[src/rtl/flasher_sched_pkg.sv]
// Shared types and helpers for the flasher scheduler slice.
// Optional watchdog is selected with FLASHER_SCHED_WDOG_EN in flasher_sched.
package flasher_pkg;

    typedef enum logic [2:0] {
        IDLE,
        ARB,
        PULSE,
        WAIT_START,
        RUN,
        COOL
    } sched_state_t;

    localparam int LED_W_DEF = 16;

    // Width of a counter that must hold values 0..max_val.
    function automatic int timer_w(input int max_val);
        return (max_val < 1) ? 1 : $clog2(max_val + 1);
    endfunction

endpackage

[src/rtl/flasher_sched_if.sv]
// Request/grant and flasher-monitor bundle between request sources, scheduler and flasher.
interface flasher_sched_if #(
    parameter int N_REQ = 4,
    parameter int LED_W = flasher_pkg::LED_W_DEF,
    parameter int CNT_W = 8
) ();

    logic [N_REQ-1:0] req;
    logic [N_REQ-1:0] grant;
    logic             flick;
    logic [LED_W-1:0] led_in;
    logic             busy;
    logic             done;
    logic             err;
    logic [CNT_W-1:0] run_cnt;

    modport master (
        output req, led_in,
        input  grant, flick, busy, done, err, run_cnt
    );

    modport slave (
        input  req, led_in,
        output grant, flick, busy, done, err, run_cnt
    );

endinterface

[src/rtl/flasher_sched_rr_arbiter.sv]
// Combinational round-robin pick: first set request strictly after ptr_i, wrapping.
module rr_arbiter #(
    parameter int N_REQ = 4,
    parameter int IDX_W = $clog2(N_REQ)
) (
    input  logic [N_REQ-1:0] req_i,
    input  logic [IDX_W-1:0] ptr_i,
    input  logic             en_i,
    output logic [N_REQ-1:0] gnt_o,
    output logic [IDX_W-1:0] idx_o
);

    logic [IDX_W-1:0] cand;
    logic             found;

    // NOTE: every signal written here gets a default first, so no latch is inferred.
    always_comb begin
        gnt_o = '0;
        idx_o = '0;
        cand  = '0;
        found = 1'b0;
        for (int i = 1; i <= N_REQ; i++) begin
            cand = IDX_W'((int'(ptr_i) + i) % N_REQ);
            if (en_i && !found && req_i[cand]) begin
                gnt_o[cand] = 1'b1;
                idx_o       = cand;
                found       = 1'b1;
            end
        end
    end

endmodule

[src/rtl/flasher_sched.sv]
// Round-robin scheduler sharing one bound-flasher between N_REQ requesters.
// Define FLASHER_SCHED_WDOG_EN to bound RUN length with a watchdog.
module flasher_sched
    import flasher_pkg::*;
#(
    parameter int N_REQ     = 4,
    parameter int LED_W     = LED_W_DEF,
    parameter int QUIET_CYC = 4,
    parameter int START_TO  = 8,
    parameter int COOL_CYC  = 2,
    parameter int CNT_W     = 8,
    parameter int WDOG_CYC  = 1024
) (
    input logic            clk,
    input logic            rst_n,
    flasher_sched_if.slave bus
);

    localparam int PTR_W   = $clog2(N_REQ);
    localparam int TMR_MAX = (START_TO > COOL_CYC) ? START_TO : COOL_CYC;
    localparam int TMR_W   = timer_w(TMR_MAX);
    localparam int QW      = timer_w(QUIET_CYC);

    if (N_REQ < 2 || N_REQ > 8 || QUIET_CYC < 2 || WDOG_CYC < 1) begin : g_param_check
        $error("flasher_sched: parameter out of range");
    end

    sched_state_t     state_q, state_d;
    logic [PTR_W-1:0] ptr_q, ptr_d;
    logic [TMR_W-1:0] timer_q, timer_d;
    logic [QW-1:0]    quiet_q, quiet_d;
    logic [N_REQ-1:0] grant_q, grant_d;
    logic             flick_q, flick_d;
    logic             done_q, done_d;
    logic             err_q, err_d;
    logic [CNT_W-1:0] cnt_q, cnt_d;

    logic [N_REQ-1:0] arb_gnt;
    logic [PTR_W-1:0] arb_idx;
    logic             led_nz;

    assign led_nz = (bus.led_in != LED_W'(0));

    rr_arbiter #(.N_REQ(N_REQ), .IDX_W(PTR_W)) u_arb (
        .req_i (bus.req),
        .ptr_i (ptr_q),
        .en_i  (state_q == ARB),
        .gnt_o (arb_gnt),
        .idx_o (arb_idx)
    );

`ifdef FLASHER_SCHED_WDOG_EN
    localparam int WD_W = timer_w(WDOG_CYC);
    logic [WD_W-1:0] wdog_q, wdog_d;

    always_ff @(posedge clk or negedge rst_n) begin
        if (!rst_n) wdog_q <= '0;
        else        wdog_q <= wdog_d;
    end
`endif

    // NOTE: sequential state uses non-blocking assignments so all registers update together.
    always_ff @(posedge clk or negedge rst_n) begin
        if (!rst_n) begin
            state_q <= IDLE;
            ptr_q   <= '0;
            timer_q <= '0;
            quiet_q <= '0;
            grant_q <= '0;
            flick_q <= 1'b0;
            done_q  <= 1'b0;
            err_q   <= 1'b0;
            cnt_q   <= '0;
        end else begin
            state_q <= state_d;
            ptr_q   <= ptr_d;
            timer_q <= timer_d;
            quiet_q <= quiet_d;
            grant_q <= grant_d;
            flick_q <= flick_d;
            done_q  <= done_d;
            err_q   <= err_d;
            cnt_q   <= cnt_d;
        end
    end

    always_comb begin
        state_d = state_q;
        ptr_d   = ptr_q;
        timer_d = (timer_q != '0) ? timer_q - TMR_W'(1) : '0;
        quiet_d = quiet_q;
        grant_d = '0;
        flick_d = 1'b0;
        done_d  = 1'b0;
        err_d   = err_q;
        cnt_d   = cnt_q;
`ifdef FLASHER_SCHED_WDOG_EN
        wdog_d  = (wdog_q != '0) ? wdog_q - WD_W'(1) : '0;
`endif
        unique case (state_q)
            IDLE: if (bus.req != '0) state_d = ARB;
            ARB: begin
                if (arb_gnt != '0) begin
                    grant_d = arb_gnt;
                    ptr_d   = arb_idx;
                    state_d = PULSE;
                end else begin
                    state_d = IDLE;
                end
            end
            PULSE: begin
                flick_d = 1'b1;
                timer_d = TMR_W'(START_TO);
                state_d = WAIT_START;
            end
            WAIT_START: begin
                if (led_nz) begin
                    quiet_d = '0;
                    state_d = RUN;
`ifdef FLASHER_SCHED_WDOG_EN
                    wdog_d  = WD_W'(WDOG_CYC);
`endif
                end else if (timer_q <= TMR_W'(1)) begin
                    err_d   = 1'b1;
                    timer_d = TMR_W'(COOL_CYC);
                    state_d = COOL;
                end
            end
            RUN: begin
                // Only QUIET_CYC consecutive dark samples end a run; shorter dips reset the count.
                if (led_nz) begin
                    quiet_d = '0;
                end else if (quiet_q >= QW'(QUIET_CYC - 1)) begin
                    done_d  = 1'b1;
                    cnt_d   = cnt_q + CNT_W'(1);
                    timer_d = TMR_W'(COOL_CYC);
                    state_d = COOL;
                end else begin
                    quiet_d = quiet_q + QW'(1);
                end
`ifdef FLASHER_SCHED_WDOG_EN
                if (wdog_q <= WD_W'(1)) begin
                    done_d  = 1'b0;
                    cnt_d   = cnt_q;
                    err_d   = 1'b1;
                    timer_d = TMR_W'(COOL_CYC);
                    state_d = COOL;
                end
`endif
            end
            COOL: if (timer_q <= TMR_W'(1)) state_d = IDLE;
            default: state_d = IDLE;
        endcase
    end

    assign bus.grant   = grant_q;
    assign bus.flick   = flick_q;
    assign bus.busy    = (state_q != IDLE);
    assign bus.done    = done_q;
    assign bus.err     = err_q;
    assign bus.run_cnt = cnt_q;

endmodule

[src/flat_wrapper.sv]
// flat-port wrapper written by rule: the top's interface ports become plain ports
module flasher_sched_flat import flasher_pkg::*;
#(
    parameter int N_REQ     = 4,
    parameter int LED_W     = LED_W_DEF,
    parameter int QUIET_CYC = 4,
    parameter int START_TO  = 8,
    parameter int COOL_CYC  = 2,
    parameter int CNT_W     = 8,
    parameter int WDOG_CYC  = 1024
)
  (clk, rst_n, bus_req, bus_led_in, bus_grant, bus_flick, bus_busy, bus_done, bus_err, bus_run_cnt);
  flasher_sched_if #(.N_REQ(N_REQ), .LED_W(LED_W), .CNT_W(CNT_W)) bus_i ();
  input logic clk;
  input logic rst_n;
  input wire logic [$bits(bus_i.req)-1:0] bus_req;
  input wire logic [$bits(bus_i.led_in)-1:0] bus_led_in;
  output wire logic [$bits(bus_i.grant)-1:0] bus_grant;
  output wire logic [$bits(bus_i.flick)-1:0] bus_flick;
  output wire logic [$bits(bus_i.busy)-1:0] bus_busy;
  output wire logic [$bits(bus_i.done)-1:0] bus_done;
  output wire logic [$bits(bus_i.err)-1:0] bus_err;
  output wire logic [$bits(bus_i.run_cnt)-1:0] bus_run_cnt;
  assign bus_i.req = bus_req;
  assign bus_i.led_in = bus_led_in;
  assign bus_grant = bus_i.grant;
  assign bus_flick = bus_i.flick;
  assign bus_busy = bus_i.busy;
  assign bus_done = bus_i.done;
  assign bus_err = bus_i.err;
  assign bus_run_cnt = bus_i.run_cnt;
  flasher_sched #(.N_REQ(N_REQ), .LED_W(LED_W), .QUIET_CYC(QUIET_CYC), .START_TO(START_TO), .COOL_CYC(COOL_CYC), .CNT_W(CNT_W), .WDOG_CYC(WDOG_CYC)) u_core (.clk(clk), .rst_n(rst_n), .bus(bus_i));
endmodule
[config.mk]
export PLATFORM = sky130hd
export DESIGN_NAME = flasher_sched_flat
export DESIGN_NICKNAME = d
export VERILOG_FILES = /design/src/rtl/flasher_sched_pkg.sv /design/src/rtl/flasher_sched_if.sv /design/src/rtl/flasher_sched_rr_arbiter.sv /design/src/rtl/flasher_sched.sv /design/src/flat_wrapper.sv
export SDC_FILE = /design/constraint.sdc
export NUM_CORES = 1
export LEC_CHECK = 0
export ABC_AREA = 0
export CORE_MARGIN = 10
export CORE_UTILIZATION = 50
export CTS_CLUSTER_SIZE = 25
export DETAILED_ROUTE_END_ITERATION = 7
export PLACE_DENSITY = 0.77
export SYNTH_ARGS = -nofsm -noshare
export SYNTH_HDL_FRONTEND = slang
export SYNTH_SLANG_ARGS = --single-unit
[constraint.sdc]
create_clock -name clk -period 3.1 [get_ports clk]
set_input_delay 0.62 -clock clk [delete_from_list [all_inputs] [get_ports clk]]
set_output_delay 0.62 -clock clk [all_outputs]
set_load 0.005 [all_outputs]
* Yosys cells after proc, flatten, opt, wreduce, memory -nomap -nowiden
Index checks and enable logic that the tools add are counted.
Word-level totals: flip-flop bits (word level) 27, output and inout bits 16, word-level logic and storage cells 119
Cells by class: bitwise logic cells 4, add/subtract/negate cells 7, eq/ne operators 12, mux-type cells 51, reductions and logical operators 26, order comparisons 10
Operators with widths (number):
- 2-to-1 mux 4 bit | 11
- 2-to-1 mux 3 bit | 9
- one-hot mux 3 bit (6 select lines) | 1
- nonzero test 16 bit | 1
- 2-to-1 mux 1 bit | 15
- less-than comparator 2 x 3 -> 1 bit (second input constant) | 4
- bitwise OR 4 bit | 3
- one-hot mux 4 bit (3 select lines) | 1
- nonzero test 4 bit | 3
- logical AND 1 bit | 11
- 2-to-1 mux 2 bit | 5
- AND reduction 3 bit | 3
- adder 8 x 1 -> 8 bit (second input constant) | 1
- binary-select mux 1 bit (select 2 bit) | 4
- demux 1 bit (select 2 bit) | 4
- >= comparator 2 x 1 -> 1 bit (second input constant) | 4
- inequality test 2 x 1 -> 1 bit (second input constant) | 4
- equality test 3 x 2 -> 1 bit (second input constant) | 2
- equality test 3 bit (second input constant) | 2
- one-hot mux 3 bit (2 select lines) | 1
- AND reduction 5 bit | 1
- adder 2 x 1 -> 2 bit (second input constant) | 2
- adder 2 bit (second input constant) | 2
- <= comparator 4 x 1 -> 1 bit (second input constant) | 1
- other kinds (13) | 15

* Logic depth before layout (Yosys ltp)
Gate-level depths: netlist of the first run.
depth after elaboration 20, gate-level depth with buffers 8

* Cells and area by module
From an unflattened synthesis of the first run, not the netlist that was laid out.
Unflattened totals: cell total of the unflattened synthesis 172, area total of the unflattened synthesis 1826.8 sq um
By module, submodules not included:
- flasher_sched | area an instance 1380.1 sq um, times used 1, cells an instance 124, seq. area each 675.6 sq um
- rr_arbiter | area an instance 446.7 sq um, times used 1, cells an instance 48, seq. area each 0.0 sq um

* Least setup slack after synthesis of the first run
OpenSTA, ideal clock, no wires.
kind register to register, start register u_core.ptr_q[0], end register u_core.ptr_q[0], library setup time 80 ps, required time 3020 ps, slack 836 ps, arrival time 2184 ps, stages on the path, launching flop included 9, clock period less this slack 2264 ps, path buffers 1, cell sequence dfrtp_1 buf_6 inv_1 ha_1 or4_1 nor3b_2 and3_1 o21ai_1 xnor2_1
Between the ends: word-level cells in the longest chain between the ends 19, elaborated cells on any way between the ends 58, classes of those cells 4 x add/sub; 8 x order compare; 27 x mux; 3 x bitwise; 16 x reduce/logical
RTL lines:
- from (decl) | line flasher_sched.sv:29 | logic [PTR_W-1:0] ptr_q, ptr_d;
- from (signal assigned) | line flasher_sched.sv:76 | ptr_q <= ptr_d;
- parallel branches: the longest is 19 deep, another holds less-than comparator 2 x 3 -> 1 bit
Several ways; the timed one is not identified. The select of a mux whose other input is x is not followed. A chain may end at the register's enable or synchronous reset.

* Worst setup path in the final report of the first run
start register u_core.ptr_q[1], end register u_core.ptr_q[0]
The elaborated chain is that of the path after synthesis.

==> summary by stage, run 1 <==
Status
The run finished with clean final reports.

Yosys
The synthesized design spends more area on one cell type than any other, namely sky130_fd_sc_hd__dfrtp_1. By area the synthesized netlist is led by sky130_fd_sc_hd__dfrtp_1 37%, sky130_fd_sc_hd__ha_1 6.8%, sky130_fd_sc_hd__nand3_1 3.3%. Among all flip-flop cells after synthesis, the most frequent one is sky130_fd_sc_hd__dfrtp_1. The area share of the leading cell type in the synthesized netlist is 0.369. The distinct cell type count after synthesis is 56. For this run, the number of Yosys warnings is 0. Synthesis produced 179 cells. The mapped netlist covers 1830 sq um.

For this run, the register share of the synthesized area comes to 0.369. The post-synthesis async set-or-reset flop share is 1.00. The synthesized design contains 27 register bits. The synthesized design contains 0 enable-type register cells. The post-synthesis area per instance is 10.2 sq um. The post-synth net total is 211.

Setup path
STA puts the critical path data arrival time at 2.62 ns. Counting cells, the worst reg-to-reg path comes to 7. In this run the worst setup path begins at u_core.ptr_q[1]$_DFFE_PN0P_. The critical path is of the reg2reg type. The endpoint of the worst setup timing path is u_core.ptr_q[0]$_DFFE_PN0P_. Walking the worst path, the cells encountered are inv_1 -> ha_1 -> or4_1 -> nor3b_2 -> and3_1 -> o21ai_1 -> xnor2_1.

The endpoint of the most critical register-to-register path is u_core.ptr_q[0]$_DFFE_PN0P_. The type of destination of the critical path is a flip-flop. For the worst setup path, the data required time is 3.29 ns. The worst setup path is launched from a flip-flop. The minimum setup slack among reg-to-reg paths is 0.67 ns.

The number of buffer and inverter instances along the worst setup path is 1. The largest fanout on the critical path is 9. The kind of cell adding the most delay to the critical path is simple AND/OR/NAND/NOR gates. The cell depth of the worst setup path is 7. The startpoint of the most critical register-to-register path is u_core.ptr_q[1]$_DFFE_PN0P_. The biggest cell delay along the critical path is 0.62 ns. The slowest cell on the critical path is sky130_fd_sc_hd__or4_1.

Place
The placed instance area is 2220 sq um. The count of buffers added on input and output ports is 37. At the placement stage, the worst setup path has a slack of 0.476 ns. Once detailed placement completed, the half-perimeter wirelength came to 3.33 mm. The number of placed instances, taps included, is 260. The global placer's final weighted congestion is 0.871.

Routing
After detailed routing, the total wire length is 4.23 mm. The average wire per cell in the routed design is 16.0 um. The total number of vias is 1591. Dividing the detail-routed via count by the number of cells gives 6.03.

In this run the remaining antenna-violating nets after routing total 0. The post-detailed-route DRC marker count is 0. The number of optimization iterations in the first detailed-route pass is 4. After the first detailed-routing iteration, the DRC count stood at 113.

Finish
The cell area after layout is 2270 sq um. The number of antenna diodes in the final layout is 0. The total number of nets in the final design is 251. The post-route non-filler standard cell count is 264.

In the final layout, the share of cells above drive strength 1 is 0.106. The relative area change from synthesis to final layout is 24.1%.

STA
For this run, the top clock speed supported by timing is 412 MHz. The number of pins with negative max-slew slack in the final report was 0. Counting I/O delays and the setup requirement, the final critical path takes 2.43 ns. The final setup slack of the worst path is 0.670 ns. Setup violations remaining at the end of the flow were counted as 0.

The worst hold slack is 0.480 ns. Setup repair after global routing left no endpoint under its margin. The final worst clock skew is 0.00418 ns. The worst max-slew margin expressed relative to the limit is 0.574. The measured slew at the worst slew-check pin is 0.634 ns. The number of hold violations in the final report is 0. After routing, the total negative slack on setup checks comes to 0 ns. Dividing the final minimum period by the clock period gives 0.784.

Global route
The initial antenna violation count is 0. The global route total overflow is 0. The wire length of the first global-routing pass is 6.92 mm. The overall routing resource usage is 0.130. The number of global-route vias before repair is 1476. The pin count of the biggest net entering global routing is 28.

Clock tree
The number of buffers created by CTS is 3. The maximum number of buffers from clock root to sink is 2. The clock tree from TritonCTS is done. In this run the number of H-tree levels came out at 1. After clock tree synthesis, the clock-pin slew on the worst setup and hold paths is 0.09 ns. For this design, the sink count on the clock tree is 27. The post-CTS repair timing setup buffer count is 0.

The clock tree root buffer cell is sky130_fd_sc_hd__clkbuf_8. The number of hold buffers added after CTS is 0. The clock reaches the later pin of the worst-skew pair after 0.27 ns. The number of cells upsized or downsized after cts is 0.

Power
In this run the power density over the cells is 681 nW/um^2. The static leakage is 0.948 nW. IR analysis of the VDD net gives a maximum drop of 0.406 mV.

Die
The horizontal die dimension is 80.5 um. The total area inside the core boundary comes to 3440 sq um. The initial core utilization is 0.531. The die span in y is 80.5 um. The I/O pin count is 38. In this run the core area contains 21 standard-cell rows. The floorplan step defined a die boundary enclosing 6480 sq um.

Run
Across the run, the number of max-cap violations was 0.

Min path
Counting instances, the worst hold path has a depth of 1. The class of the tightest hold or removal check is reg2reg.
-- per-stage QoR --
| stage | power [mW] | util |
|---|---|---|
| floorplan | 1.15 | - |
| global placement | 1.30 | 0.646 |
| detailed placement | 1.35 | 0.646 |
| CTS | 1.54 | 0.660 |
| global route | 1.66 | 0.660 |
| finish | 1.55 | 0.660 |
-- cell usage in the layout, fill, tap and decap left out, types with 3 or more instances in the layout --
cell type and n:
sky130_fd_sc_hd__nor2_1 11, sky130_fd_sc_hd__a21o_1 5, sky130_fd_sc_hd__dfrtp_1 27, sky130_fd_sc_hd__o21ai_1 4, sky130_fd_sc_hd__nand2b_1 3, sky130_fd_sc_hd__a22oi_1 4, sky130_fd_sc_hd__buf_4 4, sky130_fd_sc_hd__nand4_1 3
sky130_fd_sc_hd__clkbuf_8 3, sky130_fd_sc_hd__xnor2_1 6, sky130_fd_sc_hd__o21ai_0 5, sky130_fd_sc_hd__nor3_1 3, sky130_fd_sc_hd__o22ai_1 4, sky130_fd_sc_hd__nor4_1 6, sky130_fd_sc_hd__nand2_1 10, sky130_fd_sc_hd__a21oi_1 6
sky130_fd_sc_hd__inv_1 7, sky130_fd_sc_hd__a22o_1 3, sky130_fd_sc_hd__ha_1 10, sky130_fd_sc_hd__clkdlybuf4s50_1 37, sky130_fd_sc_hd__nand3_1 12
-- how the worst min path moves through the flow --
| stage | slack [ns] | end | from |
|---|---|---|---|
| after floorplan | 0.32 | u_core.bus.done$_DFF_PN0_ | rst_n |
| after global placement | 0.46 | u_core.bus.err$_DFFE_PN0P_ | u_core.bus.err$_DFFE_PN0P_ |
| after detailed placement | 0.47 | u_core.bus.err$_DFFE_PN0P_ | u_core.bus.err$_DFFE_PN0P_ |
| after CTS | 0.49 | u_core.bus.err$_DFFE_PN0P_ | u_core.bus.err$_DFFE_PN0P_ |
| after global routing | 0.50 | u_core.bus.err$_DFFE_PN0P_ | u_core.bus.err$_DFFE_PN0P_ |
| final | 0.48 | u_core.bus.err$_DFFE_PN0P_ | u_core.bus.err$_DFFE_PN0P_ |
-- Yosys cell counts, types with 3 or more instances --
cell type and count:
sky130_fd_sc_hd__o22ai_1 4, sky130_fd_sc_hd__nor3_1 3, sky130_fd_sc_hd__ha_1 10, sky130_fd_sc_hd__nand3_1 12, sky130_fd_sc_hd__xnor2_1 6, sky130_fd_sc_hd__a21o_1 5
sky130_fd_sc_hd__nand2_1 10, sky130_fd_sc_hd__nor4_1 6, sky130_fd_sc_hd__o21ai_0 5, sky130_fd_sc_hd__inv_1 7, sky130_fd_sc_hd__nand4_1 3, sky130_fd_sc_hd__nor2_1 11
sky130_fd_sc_hd__buf_6 3, sky130_fd_sc_hd__a22oi_1 4, sky130_fd_sc_hd__o21ai_1 4, sky130_fd_sc_hd__a21oi_1 6, sky130_fd_sc_hd__dfrtp_1 27, sky130_fd_sc_hd__a22o_1 3
sky130_fd_sc_hd__nand2b_1 3
-- per-layer routing --
metal  global-route usage  wire length, um  vias to the layer above
met5                    0                0                        -
li1                     -                -                      757
met1                0.157             1760                      758
met3               0.0212              294                        8
met2                0.218             2080                       68
met4               0.0616               96                        0
-- area by class of cell --
type | instances | area (sq um)
fill | 273 | 1170
multi-input combinational | 139 | 1060
sequential | 27 | 676
timing repair buffer | 41 | 400
tap | 46 | 57.6
clock buffer | 3 | 41.3
inverter | 7 | 26.3
clock inverter | 1 | 5.00
-- worst register-to-register path, stage by stage (launching register included) --
cell                      delay (ns)
sky130_fd_sc_hd__dfrtp_1        0.53
sky130_fd_sc_hd__inv_1          0.21
sky130_fd_sc_hd__ha_1           0.29
sky130_fd_sc_hd__or4_1          0.62
sky130_fd_sc_hd__nor3b_2        0.20
sky130_fd_sc_hd__and3_1         0.22
sky130_fd_sc_hd__o21ai_1        0.15
sky130_fd_sc_hd__xnor2_1        0.13
-- state kept, by name (all words and copies together) (netlist names) --
register            flops
u_core.bus.run_cnt      8
u_core.quiet_q          3
u_core.bus.grant        4
u_core.state_q          3
u_core.timer_q          4
u_core.bus.done         1
u_core.ptr_q            2
u_core.bus.flick        1
u_core.bus.err          1
-- power breakdown --
part | leakage (nW) | switching [mW] | total, mW | internal [mW]
sequential | 0.365 | 0.0845 | 0.510 | 0.425
clock | 0.0255 | 0.103 | 0.193 | 0.0899
combinational | 0.557 | 0.461 | 0.844 | 0.383
-- logic make-up after synthesis --
kind of cell / count (synthesis) / share of synthesized area
adders and majority gates: 10 / 0.0684
and+or+nand+nor: 65 / 0.212
DFF: 27 / 0.369
buffers and inverters: 13 / 0.0486
AOI/OAI and AO/OA: 51 / 0.222
muxes: 5 / 0.0417
xor gates and xnor gates: 8 / 0.0383
Note: power is estimated with default switching activity, not from simulation.
==> inputs of run 2 (changes only) <==
CORE_UTILIZATION = 46   (was 50)
PLACE_DENSITY = 0.75   (was 0.77)
clock period = 2 ns   (was 3.1 ns; I/O delays follow)
==> run 2 against run 1 <==
Net effect: clock-buffer cell count rose by 1; global-route usage increased by 0.41 points; clock power up 58%; sequential cell count is the same; design area is 13% higher; critical path depth down 5; first-iteration DRC count decreased by 37%; sequential share of layout area decreased by 3.1 points; non-clock buffer count grew 32; combinational power increased by 100%; via count rose by 9.4%; clock skew rose by 0.0049 ns.
==> summary by stage, run 2 (synthesis gave the netlist of run 1 again) <==
Routing
The total number of vias is 1741 (+9.4%). The DRC violation total after the first TritonRoute iteration is 71 (-37%). The number of optimization iterations in the first detailed-route pass was 4 (unchanged). The count of antenna-violating nets left after detailed routing came to 0 (unchanged). The average wire per cell in the routed design was 15.9 um (-0.67%). The post-detailed-route DRC marker count is 0 (unchanged).

The post-detailed-route via-to-cell ratio is 5.84 (-3.1%). The overall routed net length was 4.74 mm (+12%).

Power
The switching component of the power is 1.10 mW (+70%). The power share of the combinational group is 0.610 (+0.064). The worst supply voltage drop on vdd came to 0.627 mV (+54%).

The switching power share of the total is 0.398 (-0.0217). The clock group share of total power is 0.110 (-0.015). The proportion of power drawn by flip-flops and latches is 0.281 (-0.048).

The total power after layout is 2.78 mW (+79%). The static leakage is 1.11 nW (+17%). The power per cell area is 1080 nW/um^2 (+59%). The internal cell power is 1.67 mW (+86%).

Global route
The pin count of the biggest net entering global routing came to 28 (unchanged). The wire length of the first global-routing pass was 8.12 mm (+17%). The overall routing resource usage was 0.134 (+0.00407).

The global route total overflow is 0 (unchanged). The number of global-route vias before repair was 1784 (+21%). The initial antenna violation count is 0 (unchanged).

Finish
The share of post-route cells with drive strength above 1 is 0.280 (+0.174). The total inserted antenna cells is 0 (unchanged). The flip-flop count of the largest register, all copies and words added came to 8 (unchanged). The total number of nets in the final design is 283 (+13%). The number of filler cells placed in the layout is 306 (+12%).

The cell area after layout is 2560 sq um (+13%). Relative to the synthesized area, the layout overhead comes to 40.1%. The area of the multi-input gates is 1100 sq um (+3.5%). The footprint of the flip-flops and latches is 683 sq um (+1.1%).

In the layout the commonest cells are 36 x sky130_fd_sc_hd__buf_4, 35 x sky130_fd_sc_hd__clkdlybuf4s50_1, 21 x sky130_fd_sc_hd__dfrtp_1, 12 x sky130_fd_sc_hd__nand3_1, 11 x sky130_fd_sc_hd__nor2_1. The final core utilization is 0.684 (+0.0247). Leaving out fill and tap cells, the most frequent cell in the layout is sky130_fd_sc_hd__buf_4. The post-route non-filler standard cell count is 298 (+13%).

Die
The initial core utilization came to 0.489 (-0.0428). The core area is 3740 sq um (+8.8%). The floorplan die area was 6900 sq um (+6.5%). The total number of placement rows was 22 (+4.8%). The horizontal die dimension is 83.1 um (+3.2%). The I/O pin count is 38 (unchanged). The die span in y is 83.1 um (+3.2%).

Min path
The min-delay analysis places its worst path in the category reg2reg.

STA
The measured slew at the worst slew-check pin is 0.430 ns (-0.204 ns). The final setup slack of the worst path came to 0.0463 ns (-0.624 ns). The final worst clock skew came to 0.00912 ns (+0.00494 ns). The number of pins with negative max-slew slack in the final report is 0 (unchanged).

The number of hold violations in the final report was 0 (unchanged). The clock period could shrink to 1.95 ns. In the finished design, the share of the clock period the worst path needs comes to 0.977.

Derived from the worst setup path, the maximum achievable clock frequency is 512 MHz. The count of final setup violators is 0 (unchanged). The final total negative setup slack was 0 ns (unchanged). The worst max-slew margin expressed relative to the limit came to 0.712 (+0.138). The worst hold slack is 0.473 ns (-0.00782 ns).

Clock tree
The clock tree from TritonCTS is done. The number of hold buffers added after CTS is 0 (unchanged). The number of sinks on the clock net came to 27 (unchanged). The clock slew at the register clock pins of the worst setup and hold paths is 0.09 ns (about the same). The maximum number of buffers from clock root to sink was 2 (unchanged). The clock tree root buffer cell is sky130_fd_sc_hd__clkbuf_8. The number of buffers created by CTS is 3 (unchanged). The count of H-tree levels built during CTS is 1 (unchanged).

The clock latency on the worst-skew pair is 0.27 ns (about the same).

Setup path
The kind of start point of the critical path is a flip-flop. The type of destination of the critical path is an output pin. The critical path is of the reg2out type. The largest fanout on the critical path was 5 (-4). The required time of the worst setup path is 1.60 ns (-1.69 ns).

The arrival time at the worst endpoint is 1.55 ns (-1.07 ns).

Place
The number of input and output port buffers inserted came to 37 (unchanged). The placed instance count was 288 (+11%). The global placer's final weighted congestion came to 0.799 (-8.3%). The placed instance area is 2430 sq um (+9.3%). The post-place setup slack was -0.243 ns (-0.719 ns). The half-perimeter wire length after detailed placement is 3.80 mm (+14%).

Run
The max-cap violation count is 0 (unchanged).

Status
The run finished with clean final reports.
-- run 2: final cells by class --
cell class	instances	share of cell area
flip-flops and latches	27	0.267
clock buffers	4	0.0176
inverters	7	0.0103
multi-input cells	139	0.430
well taps	48	0.0234
repair buffers	73	0.252
-- run 2: power by group through the flow --
stage | registers, mW | clock network (mW) | logic (mW)
final | 0.778 | 0.305 | 1.69
after global routing | 0.792 | 0.340 | 1.82
after CTS | 0.785 | 0.312 | 1.59
after detailed placement | 0.808 | 0 | 1.55
after global placement | 0.798 | 0 | 1.48
after floorplan | 0.763 | 0 | 1.04
-- run 2: worst max-delay path: stages (launching register included) --
cell and delay (ns):
sky130_fd_sc_hd__dfrtp_2 0.45, sky130_fd_sc_hd__or3_1 0.38, sky130_fd_sc_hd__clkdlybuf4s50_1 0.46
-- run 2: final timing paths --
path / from / to / slack (ns) / depth (start not counted)
worst max-delay path: u_core.state_q[0]$_DFFE_PN0P_ / bus_busy / 0.05 / 2
worst min-delay path: u_core.bus.run_cnt[7]$_DFFE_PN0P_ / u_core.bus.run_cnt[7]$_DFFE_PN0P_ / 0.47 / 1
worst max register to register: u_core.ptr_q[0]$_DFFE_PN0P_ / u_core.ptr_q[0]$_DFFE_PN0P_ / 0.07 / 6
worst min register to register: u_core.bus.run_cnt[7]$_DFFE_PN0P_ / u_core.bus.run_cnt[7]$_DFFE_PN0P_ / 0.47 / 1
max in group asynchronous: rst_n / u_core.ptr_q[1]$_DFFE_PN0P_ / 1.22 / 2
min in group asynchronous: rst_n / u_core.quiet_q[1]$_DFFE_PN0P_ / 0.50 / 2
-- run 2: per-layer routing --
layer,share of wire,track usage,routed length (um),vias up
met5,0,0,0,-
met4,0.010,0.0538,48,0
met3,0.039,0.0107,186,4
met2,0.56,0.260,2660,65
met1,0.39,0.143,1840,857
li1,-,-,-,815
-- run 2: what timing repair did --
| action | in CTS | in global routing |
|---|---|---|
| pin swaps | 0 | 2 |
| gates resized for setup | 2 | 12 |
| buffers inserted | 2 | 4 |
| endpoints found under the setup margin | 4 | 13 |
